[src/rtl/risc_v_mike_uart_mmio_if.sv]
// Data-memory bus between the core and the UART MMIO bridge.
//   bus_addr    : byte address (ALU result)
//   bus_write   : store strobe, one cycle per store
//   bus_read    : load strobe, one cycle per load
//   bus_wr_data : store data
//   bus_rd_data : load data from the bridge (combinational from bus_addr)
//   bus_hit     : address falls in the bridge's register window
// master = core side, slave = bridge side.
interface risc_v_mike_uart_mmio_if;
  logic [31:0] bus_addr;
  logic        bus_write;
  logic        bus_read;
  logic [31:0] bus_wr_data;
  logic [31:0] bus_rd_data;
  logic        bus_hit;

  modport master (
    output bus_addr,
    output bus_write,
    output bus_read,
    output bus_wr_data,
    input  bus_rd_data,
    input  bus_hit
  );

  modport slave (
    input  bus_addr,
    input  bus_write,
    input  bus_read,
    input  bus_wr_data,
    output bus_rd_data,
    output bus_hit
  );
endinterface

[src/rtl/risc_v_mike_uart_mmio.sv]
// Memory-mapped bridge between the core data bus and the UART flag/strobe interface.
// A TX FIFO is drained by a send FSM; an RX FIFO is filled by a capture FSM.
//
// Register window at BASE_ADDR (offset = bus_addr[3:0]):
//   0x0 TXDATA (W)  push a character
//   0x4 RXDATA (R)  FIFO head, zero-extended; bus_read pops
//   0x8 STATUS (R)  {tx_overflow, tx_busy, rx_overrun, rx_full, rx_empty, tx_empty, tx_full}
//   0xC CTRL   (W)  bit0 clear sticky bits, bit1 flush both FIFOs (self-clearing)
//
// Ports:
//   clk, n_rst      : clock, asynchronous active-low reset
//   bus             : data-memory bus (slave modport)
//   tx_data/tx_send : character and one-cycle start pulse to the UART
//   tx_flag/_clr    : UART transmit-done flag and its one-cycle clear
//   rx_data/rx_flag : received character and receive-valid flag
//   rx_flag_clr     : one-cycle clear of rx_flag
//
// Optional feature, macro RISC_V_MIKE_UART_MMIO_IRQ_EN:
//   adds output irq and an IRQ_EN register (bits [2:0]) at BASE_ADDR + 0x10, which sits in
//   the next 16-byte window, so bus_hit is widened to cover it in that build.
module risc_v_mike_uart_mmio #(
  parameter logic [31:0] BASE_ADDR  = 32'h0000_1000,
  parameter int unsigned FIFO_DEPTH = 8,
  parameter int unsigned DATA_W     = 8
) (
  input  logic                clk,
  input  logic                n_rst,
  risc_v_mike_uart_mmio_if.slave bus,
  output logic [DATA_W-1:0]   tx_data,
  output logic                tx_send,
  input  logic                tx_flag,
  output logic                tx_flag_clr,
  input  logic [DATA_W-1:0]   rx_data,
  input  logic                rx_flag,
  output logic                rx_flag_clr
`ifdef RISC_V_MIKE_UART_MMIO_IRQ_EN
  ,
  output logic                irq
`endif
);

  localparam int unsigned AW = $clog2(FIFO_DEPTH);
  localparam int unsigned PW = AW + 1;

  typedef enum logic [1:0] {TxIdle, TxSend, TxWait, TxClr} tx_state_e;
  typedef enum logic [0:0] {RxIdle, RxClr} rx_state_e;

  // ---------------------------------------------------------------------------
  // Bus decode
  // ---------------------------------------------------------------------------
  logic       win_hit;
  logic [3:0] off;
  logic       wr_tx, wr_ctrl, rd_pop_req;
  logic       clr_sticky, flush;

  assign win_hit    = (bus.bus_addr[31:4] == BASE_ADDR[31:4]);
  assign off        = bus.bus_addr[3:0];
  assign wr_tx      = bus.bus_write && win_hit && (off == 4'h0);
  assign wr_ctrl    = bus.bus_write && win_hit && (off == 4'hC);
  assign rd_pop_req = bus.bus_read && win_hit && (off == 4'h4);
  assign clr_sticky = wr_ctrl && bus.bus_wr_data[0];
  assign flush      = wr_ctrl && bus.bus_wr_data[1];

  // ---------------------------------------------------------------------------
  // State
  // ---------------------------------------------------------------------------
  logic [DATA_W-1:0] tx_mem_q [FIFO_DEPTH];
  logic [DATA_W-1:0] rx_mem_q [FIFO_DEPTH];
  logic [PW-1:0]     tx_wptr_q, tx_wptr_d, tx_rptr_q, tx_rptr_d;
  logic [PW-1:0]     rx_wptr_q, rx_wptr_d, rx_rptr_q, rx_rptr_d;
  logic              tx_overflow_q, tx_overflow_d;
  logic              rx_overrun_q, rx_overrun_d;
  tx_state_e         tx_state_q, tx_state_d;
  rx_state_e         rx_state_q, rx_state_d;
  logic [DATA_W-1:0] tx_data_q, tx_data_d;
  logic              tx_send_q, tx_send_d;
  logic              tx_clr_q, tx_clr_d;
  logic              rx_clr_q, rx_clr_d;

  // ---------------------------------------------------------------------------
  // FIFO flags (MSB compare on AW+1 bit pointers)
  // ---------------------------------------------------------------------------
  logic tx_full, tx_empty, rx_full, rx_empty, tx_busy;

  assign tx_empty = (tx_wptr_q == tx_rptr_q);
  assign tx_full  = (tx_wptr_q[AW] != tx_rptr_q[AW]) &&
                    (tx_wptr_q[AW-1:0] == tx_rptr_q[AW-1:0]);
  assign rx_empty = (rx_wptr_q == rx_rptr_q);
  assign rx_full  = (rx_wptr_q[AW] != rx_rptr_q[AW]) &&
                    (rx_wptr_q[AW-1:0] == rx_rptr_q[AW-1:0]);
  assign tx_busy  = (tx_state_q != TxIdle);

  logic [DATA_W-1:0] tx_head, rx_head;
  assign tx_head = tx_mem_q[tx_rptr_q[AW-1:0]];
  assign rx_head = rx_mem_q[rx_rptr_q[AW-1:0]];

  // Full is judged on the current state, so a same-cycle pop never makes room.
  // Flush wins over everything, including the TX FSM's pop.
  logic tx_push, tx_pop, rx_push_req, rx_push, rx_pop;

  assign tx_pop      = (tx_state_q == TxIdle) && !tx_empty && !flush;
  assign tx_push     = wr_tx && !tx_full && !flush;
  assign rx_push_req = (rx_state_q == RxIdle) && rx_flag;
  assign rx_push     = rx_push_req && !rx_full && !flush;
  assign rx_pop      = rd_pop_req && !rx_empty && !flush;

  always_comb begin
    tx_wptr_d = tx_wptr_q + PW'(tx_push);
    tx_rptr_d = tx_rptr_q + PW'(tx_pop);
    rx_wptr_d = rx_wptr_q + PW'(rx_push);
    rx_rptr_d = rx_rptr_q + PW'(rx_pop);
    if (flush) begin
      tx_wptr_d = '0;
      tx_rptr_d = '0;
      rx_wptr_d = '0;
      rx_rptr_d = '0;
    end
  end

  // A new error event in the same cycle as a clear is kept.
  always_comb begin
    tx_overflow_d = (clr_sticky ? 1'b0 : tx_overflow_q) | (wr_tx && tx_full && !flush);
    rx_overrun_d  = (clr_sticky ? 1'b0 : rx_overrun_q) | (rx_push_req && rx_full && !flush);
  end

  // ---------------------------------------------------------------------------
  // TX FSM: pop -> pulse tx_send -> wait for tx_flag -> clear it
  // ---------------------------------------------------------------------------
  // In Clr, the cycle after a clear pulse is spent letting the UART drop its flag; if the
  // flag is still up after that the clear is pulsed again.
  always_comb begin
    tx_state_d = tx_state_q;
    tx_data_d  = tx_data_q;
    tx_send_d  = 1'b0;
    tx_clr_d   = 1'b0;
    case (tx_state_q)
      TxIdle: begin
        if (tx_pop) begin
          tx_data_d  = tx_head;
          tx_send_d  = 1'b1;
          tx_state_d = TxSend;
        end
      end
      TxSend: tx_state_d = TxWait;
      TxWait: begin
        if (tx_flag) begin
          tx_clr_d   = 1'b1;
          tx_state_d = TxClr;
        end
      end
      TxClr: begin
        if (!tx_clr_q) begin
          if (tx_flag) tx_clr_d = 1'b1;
          else         tx_state_d = TxIdle;
        end
      end
      default: tx_state_d = TxIdle;
    endcase
  end

  // ---------------------------------------------------------------------------
  // RX FSM: capture once on rx_flag, then clear until the flag drops
  // ---------------------------------------------------------------------------
  always_comb begin
    rx_state_d = rx_state_q;
    rx_clr_d   = 1'b0;
    case (rx_state_q)
      RxIdle: begin
        if (rx_flag) begin
          rx_clr_d   = 1'b1;
          rx_state_d = RxClr;
        end
      end
      RxClr: begin
        if (!rx_clr_q) begin
          if (rx_flag) rx_clr_d = 1'b1;
          else         rx_state_d = RxIdle;
        end
      end
      default: rx_state_d = RxIdle;
    endcase
  end

  // ---------------------------------------------------------------------------
  // Optional interrupt
  // ---------------------------------------------------------------------------
`ifdef RISC_V_MIKE_UART_MMIO_IRQ_EN
  logic       irq_hit;
  logic [2:0] irq_en_q, irq_en_d;
  logic       irq_q, irq_d;

  assign irq_hit = (bus.bus_addr[31:4] == BASE_ADDR[31:4] + 28'd1) &&
                   (bus.bus_addr[3:0] == 4'h0);

  always_comb begin
    irq_en_d = irq_en_q;
    if (bus.bus_write && irq_hit) irq_en_d = bus.bus_wr_data[2:0];
    irq_d = (irq_en_q[0] && !rx_empty) ||
            (irq_en_q[1] && tx_empty && !tx_busy) ||
            (irq_en_q[2] && (rx_overrun_q || tx_overflow_q));
  end

  always_ff @(posedge clk or negedge n_rst) begin
    if (!n_rst) begin
      irq_en_q <= '0;
      irq_q    <= 1'b0;
    end else begin
      irq_en_q <= irq_en_d;
      irq_q    <= irq_d;
    end
  end

  assign irq         = irq_q;
  assign bus.bus_hit = win_hit || irq_hit;
`else
  assign bus.bus_hit = win_hit;
`endif

  // ---------------------------------------------------------------------------
  // Read mux
  // ---------------------------------------------------------------------------
  logic [31:0] status;
  assign status = {25'd0, tx_overflow_q, tx_busy, rx_overrun_q, rx_full, rx_empty,
                   tx_empty, tx_full};

  always_comb begin
    bus.bus_rd_data = '0;
    if (win_hit) begin
      case (off)
        4'h4:    bus.bus_rd_data = rx_empty ? 32'd0 : 32'(rx_head);
        4'h8:    bus.bus_rd_data = status;
        default: bus.bus_rd_data = '0;
      endcase
    end
`ifdef RISC_V_MIKE_UART_MMIO_IRQ_EN
    if (irq_hit) bus.bus_rd_data = {29'd0, irq_en_q};
`endif
  end

  // ---------------------------------------------------------------------------
  // Registers
  // ---------------------------------------------------------------------------
  always_ff @(posedge clk or negedge n_rst) begin
    if (!n_rst) begin
      tx_mem_q      <= '{default: '0};
      rx_mem_q      <= '{default: '0};
      tx_wptr_q     <= '0;
      tx_rptr_q     <= '0;
      rx_wptr_q     <= '0;
      rx_rptr_q     <= '0;
      tx_overflow_q <= 1'b0;
      rx_overrun_q  <= 1'b0;
      tx_state_q    <= TxIdle;
      rx_state_q    <= RxIdle;
      tx_data_q     <= '0;
      tx_send_q     <= 1'b0;
      tx_clr_q      <= 1'b0;
      rx_clr_q      <= 1'b0;
    end else begin
      if (tx_push) tx_mem_q[tx_wptr_q[AW-1:0]] <= bus.bus_wr_data[DATA_W-1:0];
      if (rx_push) rx_mem_q[rx_wptr_q[AW-1:0]] <= rx_data;
      tx_wptr_q     <= tx_wptr_d;
      tx_rptr_q     <= tx_rptr_d;
      rx_wptr_q     <= rx_wptr_d;
      rx_rptr_q     <= rx_rptr_d;
      tx_overflow_q <= tx_overflow_d;
      rx_overrun_q  <= rx_overrun_d;
      tx_state_q    <= tx_state_d;
      rx_state_q    <= rx_state_d;
      tx_data_q     <= tx_data_d;
      tx_send_q     <= tx_send_d;
      tx_clr_q      <= tx_clr_d;
      rx_clr_q      <= rx_clr_d;
    end
  end

  assign tx_data     = tx_data_q;
  assign tx_send     = tx_send_q;
  assign tx_flag_clr = tx_clr_q;
  assign rx_flag_clr = rx_clr_q;

  // Upper store-data bits and bus_read outside RXDATA carry no meaning here.
  logic unused_bus;
  assign unused_bus = ^{bus.bus_wr_data[31:DATA_W]};

endmodule

[src/flat_wrapper.sv]
// flat-port wrapper written by rule: the top's interface ports become plain ports
module risc_v_mike_uart_mmio_flat 
#(
  parameter logic [31:0] BASE_ADDR  = 32'h0000_1000,
  parameter int unsigned FIFO_DEPTH = 8,
  parameter int unsigned DATA_W     = 8
)
  (clk, n_rst, tx_data, tx_send, tx_flag, tx_flag_clr, rx_data, rx_flag, rx_flag_clr, bus_bus_addr, bus_bus_write, bus_bus_read, bus_bus_wr_data, bus_bus_rd_data, bus_bus_hit);
  risc_v_mike_uart_mmio_if bus_i ();
  input  logic clk;
  input  logic n_rst;
  output logic [DATA_W-1:0] tx_data;
  output logic tx_send;
  input  logic tx_flag;
  output logic tx_flag_clr;
  input  logic [DATA_W-1:0] rx_data;
  input  logic rx_flag;
  output logic rx_flag_clr;
  input wire logic [$bits(bus_i.bus_addr)-1:0] bus_bus_addr;
  input wire logic [$bits(bus_i.bus_write)-1:0] bus_bus_write;
  input wire logic [$bits(bus_i.bus_read)-1:0] bus_bus_read;
  input wire logic [$bits(bus_i.bus_wr_data)-1:0] bus_bus_wr_data;
  output wire logic [$bits(bus_i.bus_rd_data)-1:0] bus_bus_rd_data;
  output wire logic [$bits(bus_i.bus_hit)-1:0] bus_bus_hit;
  assign bus_i.bus_addr = bus_bus_addr;
  assign bus_i.bus_write = bus_bus_write;
  assign bus_i.bus_read = bus_bus_read;
  assign bus_i.bus_wr_data = bus_bus_wr_data;
  assign bus_bus_rd_data = bus_i.bus_rd_data;
  assign bus_bus_hit = bus_i.bus_hit;
  risc_v_mike_uart_mmio #(.BASE_ADDR(BASE_ADDR), .FIFO_DEPTH(FIFO_DEPTH), .DATA_W(DATA_W)) u_core (.clk(clk), .n_rst(n_rst), .bus(bus_i), .tx_data(tx_data), .tx_send(tx_send), .tx_flag(tx_flag), .tx_flag_clr(tx_flag_clr), .rx_data(rx_data), .rx_flag(rx_flag), .rx_flag_clr(rx_flag_clr));
endmodule
[config.mk]
export PLATFORM = sky130hd
export DESIGN_NAME = risc_v_mike_uart_mmio_flat
export DESIGN_NICKNAME = d
export VERILOG_FILES = /design/src/rtl/risc_v_mike_uart_mmio_if.sv /design/src/rtl/risc_v_mike_uart_mmio.sv /design/src/flat_wrapper.sv
export SDC_FILE = /design/constraint.sdc
export NUM_CORES = 1
export LEC_CHECK = 0
export CORE_MARGIN = 4
export CORE_UTILIZATION = 54
export DETAILED_ROUTE_END_ITERATION = 16
export PLACE_DENSITY = 0.82
export SETUP_SLACK_MARGIN = 0.5
export SLEW_MARGIN = 25
export SYNTH_ARGS = -nofsm -noshare
export SYNTH_HDL_FRONTEND = slang
export SYNTH_SLANG_ARGS = --single-unit
[constraint.sdc]
create_clock -name clk -period 2.7 [get_ports clk]
set_input_delay 0.27 -clock clk [delete_from_list [all_inputs] [get_ports clk]]
set_output_delay 0.27 -clock clk [all_outputs]
set_load 0.1 [all_outputs]
# --- After elaboration in Yosys (flattened, before gate mapping) ---
# Cells that the tools add are included.
op_classes:
  n_bitwise: 7
  eq_ne: 17
  n_mux: 36
  n_reduce_logical: 34
  n_addsub: 4
  magnitude_cmp: 6
op_table:
  columns: ["cell", "count"]
  rows:
  - ["$bwmux W64", 2]
  - ["$pmux W32 S2", 1]
  - ["$mux W8", 7]
  - ["$bmux W8 S3", 2]
  - ["$demux W8 S3", 2]
  - ["$mux W32", 1]
  - ["$eq A28 B9 Y1 const B", 1]
  - ["$logic_and A1 B1 Y1", 24]
  - ["$add A4 B1 Y4", 4]
  - ["$ge A4 B4 Y1 const B", 4]
  - ["$mux W4", 4]
  - ["$not A3 Y4", 4]
  - ["$mux W1", 9]
  - ["$eq A4 B4 Y1", 2]
  - ["$eq A4 B4 Y1 const B", 2]
  - ["$lt A4 B1 Y1 const B", 2]
  - ["$mux W2", 4]
  - ["$pmux W2 S4", 1]
  - ["$eq A3 B3 Y1", 2]
  - ["$ne A2 B2 Y1 const B", 3]
  - ["$pmux W1 S2", 3]
  - ["$logic_not A1 Y1", 5]
  - ["$eq A2 B2 Y1 const B", 2]
  - ["$eq A4 B3 Y1 const B", 1]
  - ["10 further kinds", 12]
word_totals:
  inputBits: 78
  ff_bits: 160
  wordCells: 132

# --- Logic depth before layout (Yosys ltp) ---
# Gate-level depths: netlist (run 1).
depth:
  ltp_word: 8
  mapped_depth: 11

# --- Least setup slack after synthesis (run 1) ---
# No wires, ideal clock.
synth_timing:
  path_kind: "input-to-output"
  startpoint: "input bus_bus_addr[13]"
  endpoint: "output bus_bus_rd_data[2]"
  stages: 5
  path_buffers: 0
  setup_slack_ns: -1.571
  t_required_ns: 2.430
  arrival_time_ns: 4.001
  path_cell_list: "nor4b_1 nand4_1 nor2_2 nand4_1 o22ai_1"
synth_between:
  elab_chain_cells: 2
synth_lines:
  columns: ["element", "line", "source"]
  rows:
  - ["start: declaration", "flat_wrapper.sv:19", "input wire logic [$bits(bus_i.bus_addr)-1:0] bus_bus_addr;"]
  - ["$eq A28 B9 Y1", "risc_v_mike_uart_mmio.sv:56", "assign win_hit = (bus.bus_addr[31:4] == BASE_ADDR[31:4]);"]
  - ["net bus_bus_hit", "flat_wrapper.sv:24", "output wire logic [$bits(bus_i.bus_hit)-1:0] bus_bus_hit;"]
  - ["$mux W32", "risc_v_mike_uart_mmio.sv:228", "if (win_hit) begin"]
  - ["end: declaration", "flat_wrapper.sv:23", "output wire logic [$bits(bus_i.bus_rd_data)-1:0] bus_bus_rd_data;"]
# The timed path passes the listed nets, and every way through them passes these cells.

# --- Worst setup path in the final report (run 1) ---
layout_timing:
  startpoint: "register u_core.rx_rptr_q[0]"
  endpoint: "output bus_bus_rd_data[6]"
layout_between:
  elab_chain_cells: 7
layout_lines:
  columns: ["element", "line", "source"]
  rows:
  - ["start: declaration", "risc_v_mike_uart_mmio.sv:70", "logic [PW-1:0] rx_wptr_q, rx_wptr_d, rx_rptr_q, rx_rptr_d;"]
  - ["start signal: assignment", "risc_v_mike_uart_mmio.sv:265", "rx_rptr_q <= rx_rptr_d;"]
  - ["$not A3 Y4 (implied by the code)", "risc_v_mike_uart_mmio.sv:95", "assign rx_head = rx_mem_q[rx_rptr_q[AW-1:0]];"]
  - ["$bmux W8 S3", "risc_v_mike_uart_mmio.sv:95", null]
  - ["$mux W8 (implied by the code) (2 in series)", "risc_v_mike_uart_mmio.sv:95", null]
  - ["$mux W8 *", "risc_v_mike_uart_mmio.sv:230", "4'h4: bus.bus_rd_data = rx_empty ? 32'd0 : 32'(rx_head);"]
  - ["$pmux W32 S2 *", "risc_v_mike_uart_mmio.sv:229", "case (off)"]
  - ["$mux W32 *", "risc_v_mike_uart_mmio.sv:228", null]
# Mark *: on every way between the ends. The rest lies on a longest branch, timed or not. The select of a mux whose other input is x is not followed.

==> impl_metrics.ini, run 1 <==
[run_status]
status = finished clean

[worst_setup_path]
critPathLaunchType = flip-flop
cp.arrival_ps = 2230
rr_startpoint = u_core.rx_rptr_q[0]$_DFF_PN0_
r2r-end = u_core.rx_wptr_q[2]$_DFF_PN0_
regToRegSetupSlack_ps = 490
end_kind = primary output
cp_max_fo = 6
r2r_cells = 9
path_class = flip-flop to primary output
required_ps = 2430

[finish]
num_antenna_cells = 0
finish.net_count = 757
n_fill_cell = 834
final_layout_size_suffix_gt1_share_pct = 51.8
synthToLayoutAreaGrowth_pct = 30.7

[sta]
skew_ps = 6.49
slew_headroom_pct = 40.5
drv_slew = 0
fmax_ghz = 0.400
hold_viol_final = 0
worst_slew_pin_slew_ps = 892
period_minus_slack_ps = 2500
tns_ps = 0
setup_viol = 0
post-route-period-util_pct = 92.7
rsz0062_at_grt = yes

[yosys]
syn-cell-area_um2 = 7810
synth_top_flop_cell = dfrtp_1
ys_seq_area_share_pct = 51.3
synth_common_cells = dfrtp_1 (160), mux2_2 (145), mux4_2 (32)
synth_most_common_cell = dfrtp_1
yosys_warnings = 0
synth_top_area_cell = dfrtp_1
synth_area_leaders = dfrtp_1 (51%), mux2_2 (21%), mux4_2 (9.2%)
synth.distinct_cells = 46
async_reset_ff_share_pct = 100
ys_ff_latch = 160
syn_avg_cell_area_um2 = 14.6
syn_inst = 533
synth_edf_count = 0
post-synth-top-area-fraction_pct = 51.3

[detailed_routing]
ant_nets = 0
route.vias.total = 5015
via_per_inst = 5.85
dr.first_iter.drc_count = 322
first_pass_iters = 5
drc_errors = 0
wire_per_inst_um = 22.2
wl_mm = 19.1

[min_path]
min_from = tx_flag
holdCritPathClass = primary input to flip-flop
min_path_cells = 2
min_to = u_core.tx_flag_clr$_DFF_PN0_

[cts]
clock-sinks = 160
clk_path_buf_depth = 2
clk_latency_ps = 420
cts_tree = built
clkTransAtPathRegs_ps = 60
numCtsBuffers = 17
root_buffer = clkbuf_16
htreeDepth = 4

[placement]
io_buffers = 73
gp_congestion = 0.796
dpl.hpwl_mm = 11.8

[die]
rows = 43
dieWidth_um = 128
start_util_pct = 55.6
die-height_um = 128
core_um2 = 14000
num_io_pins = 122
dieArea_um2 = 16400

[power]
power-per-cell-area_nw_per_um2 = 701
leakagePower_nw = 4.87
peakVddDrop_mv = 0.559
p_total_mw = 7.16

[global_route]
track_usage_pct = 23.7
grt_pass1_vias = 5544
grt_overflow = 0
grt_pass1_wl_mm = 29.7
antenna_found_initial = 0
grt_max_degree = 98

[run]
cap_violations = 0
flip-flops by register name, summed over array words and instances (netlist names), 2 cells and up:
signal	count
u_core.tx_state_q	2
u_core.tx_rptr_q	4
u_core.tx_mem_q	64
u_core.tx_data	8
u_core.rx_mem_q	64
u_core.rx_wptr_q	4
u_core.rx_rptr_q	4
u_core.tx_wptr_q	4
where the power goes:
| part | leakage, nW | internal (mW) | total [mW] | switching (mW) |
|---|---|---|---|---|
| registers | 2.11 | 2.94 | 3.29 | 0.349 |
| clock network | 0.264 | 1.32 | 2.22 | 0.905 |
| logic | 2.50 | 0.861 | 1.65 | 0.788 |
| total | 4.87 | 5.11 | 7.16 | 2.04 |
stage by stage:
step,hold WS (ps),worst slack (ps),utilization [%],cell area (µm²),std cells
3_3_place_gp,413,-75.7,64.8,9090,803
4_1_cts,445,247,70.8,9940,845
6_report,452,198,72.7,10200,857
3_5_place_dp,427,-188,64.8,9090,803
5_1_grt,455,120,72.7,10200,857
2_1_floorplan,-25.6,-560,-,8060,556
worst max-delay path, stage by stage, from the launching register on:
cell	delay (ps)
dfrtp_2	520
buf_6	180
buf_12	110
mux4_2	520
mux2i_4	200
o22ai_4	110
buf_12	170
layout by cell type (no fill, tap or decap), drive strengths merged, types with 5 or more instances in the layout:
master,instances
nor2,13
nor4,14
mux4,32
mux2i,8
clkdlybuf4s50,21
dfrtp,160
o22ai,8
ha,11
conb,24
dlymetal6s2s,24
mux2,145
nand4,8
xor2,8
xnor2,9
nor2b,11
nand3,10
buf,84
nor3,5
inv,8
clkbuf,23
repair_timing:
item	in CTS	in global routing
buffers inserted	12	11
setup endpoints to repair	86	66
hold endpoints to repair	38	0
resized for setup	40	48
cloned	1	1
pin swaps	11	13
hold buffers	1	0
logic make-up (layout without fill, tap and decap cells):
logic type               after synthesis  count (layout)  share of synthesized area [%]
multiplexers                         185             185                           31.2
other                                  1              24                         0.0480
AO/OA/AOI/OAI                         16              16                           1.43
AND/OR/NAND/NOR                       89              89                           8.13
flip-flops                           160             160                           51.3
XOR/XNOR                              17              17                           1.91
adder cells (fa/ha/maj)               11              11                           1.76
buffers and inverters                 54             175                           4.26
final cells by class:
cell class | count | area, µm² | area share, %
flip-flops and latches | 160 | 4010 | 39.3
multi-input cells | 342 | 3900 | 38.3
repair buffers | 139 | 1500 | 14.7
clock buffers | 22 | 474 | 4.65
well taps | 180 | 225 | 2.21
clock inverters | 6 | 61.3 | 0.601
inverters | 8 | 30.0 | 0.294
routing by layer:
| metal | global-route usage, % | wire (µm) |
|---|---|---|
| met3 | 5.25 | 822 |
| met2 | 41.5 | 10300 |
| met1 | 28.1 | 7320 |
| met4 | 9.74 | 591 |
| met5 | 0 | 0 |
worst max-delay path by stage:
stage	from	to	slack (ps)
global placement	bus_bus_addr[22]	u_core.tx_mem_q[34]$_DFFE_PN0P_	-80
floorplan	bus_bus_addr[13]	bus_bus_rd_data[7]	-560
global route	u_core.rx_wptr_q[2]$_DFF_PN0_	bus_bus_rd_data[0]	120
CTS	u_core.rx_rptr_q[0]$_DFF_PN0_	bus_bus_rd_data[0]	250
detailed placement	bus_bus_addr[13]	u_core.tx_mem_q[35]$_DFFE_PN0P_	-190
finish	u_core.rx_rptr_q[0]$_DFF_PN0_	bus_bus_rd_data[6]	200
Note: power is estimated with default switching activity, not from simulation.
==> run 2, diff against run 1 <==
- SKIP_LAST_GASP: not set -> 1
==> results of run 2 <==
Same layout as run 1: the final DEF is identical, and so are final timing and power.
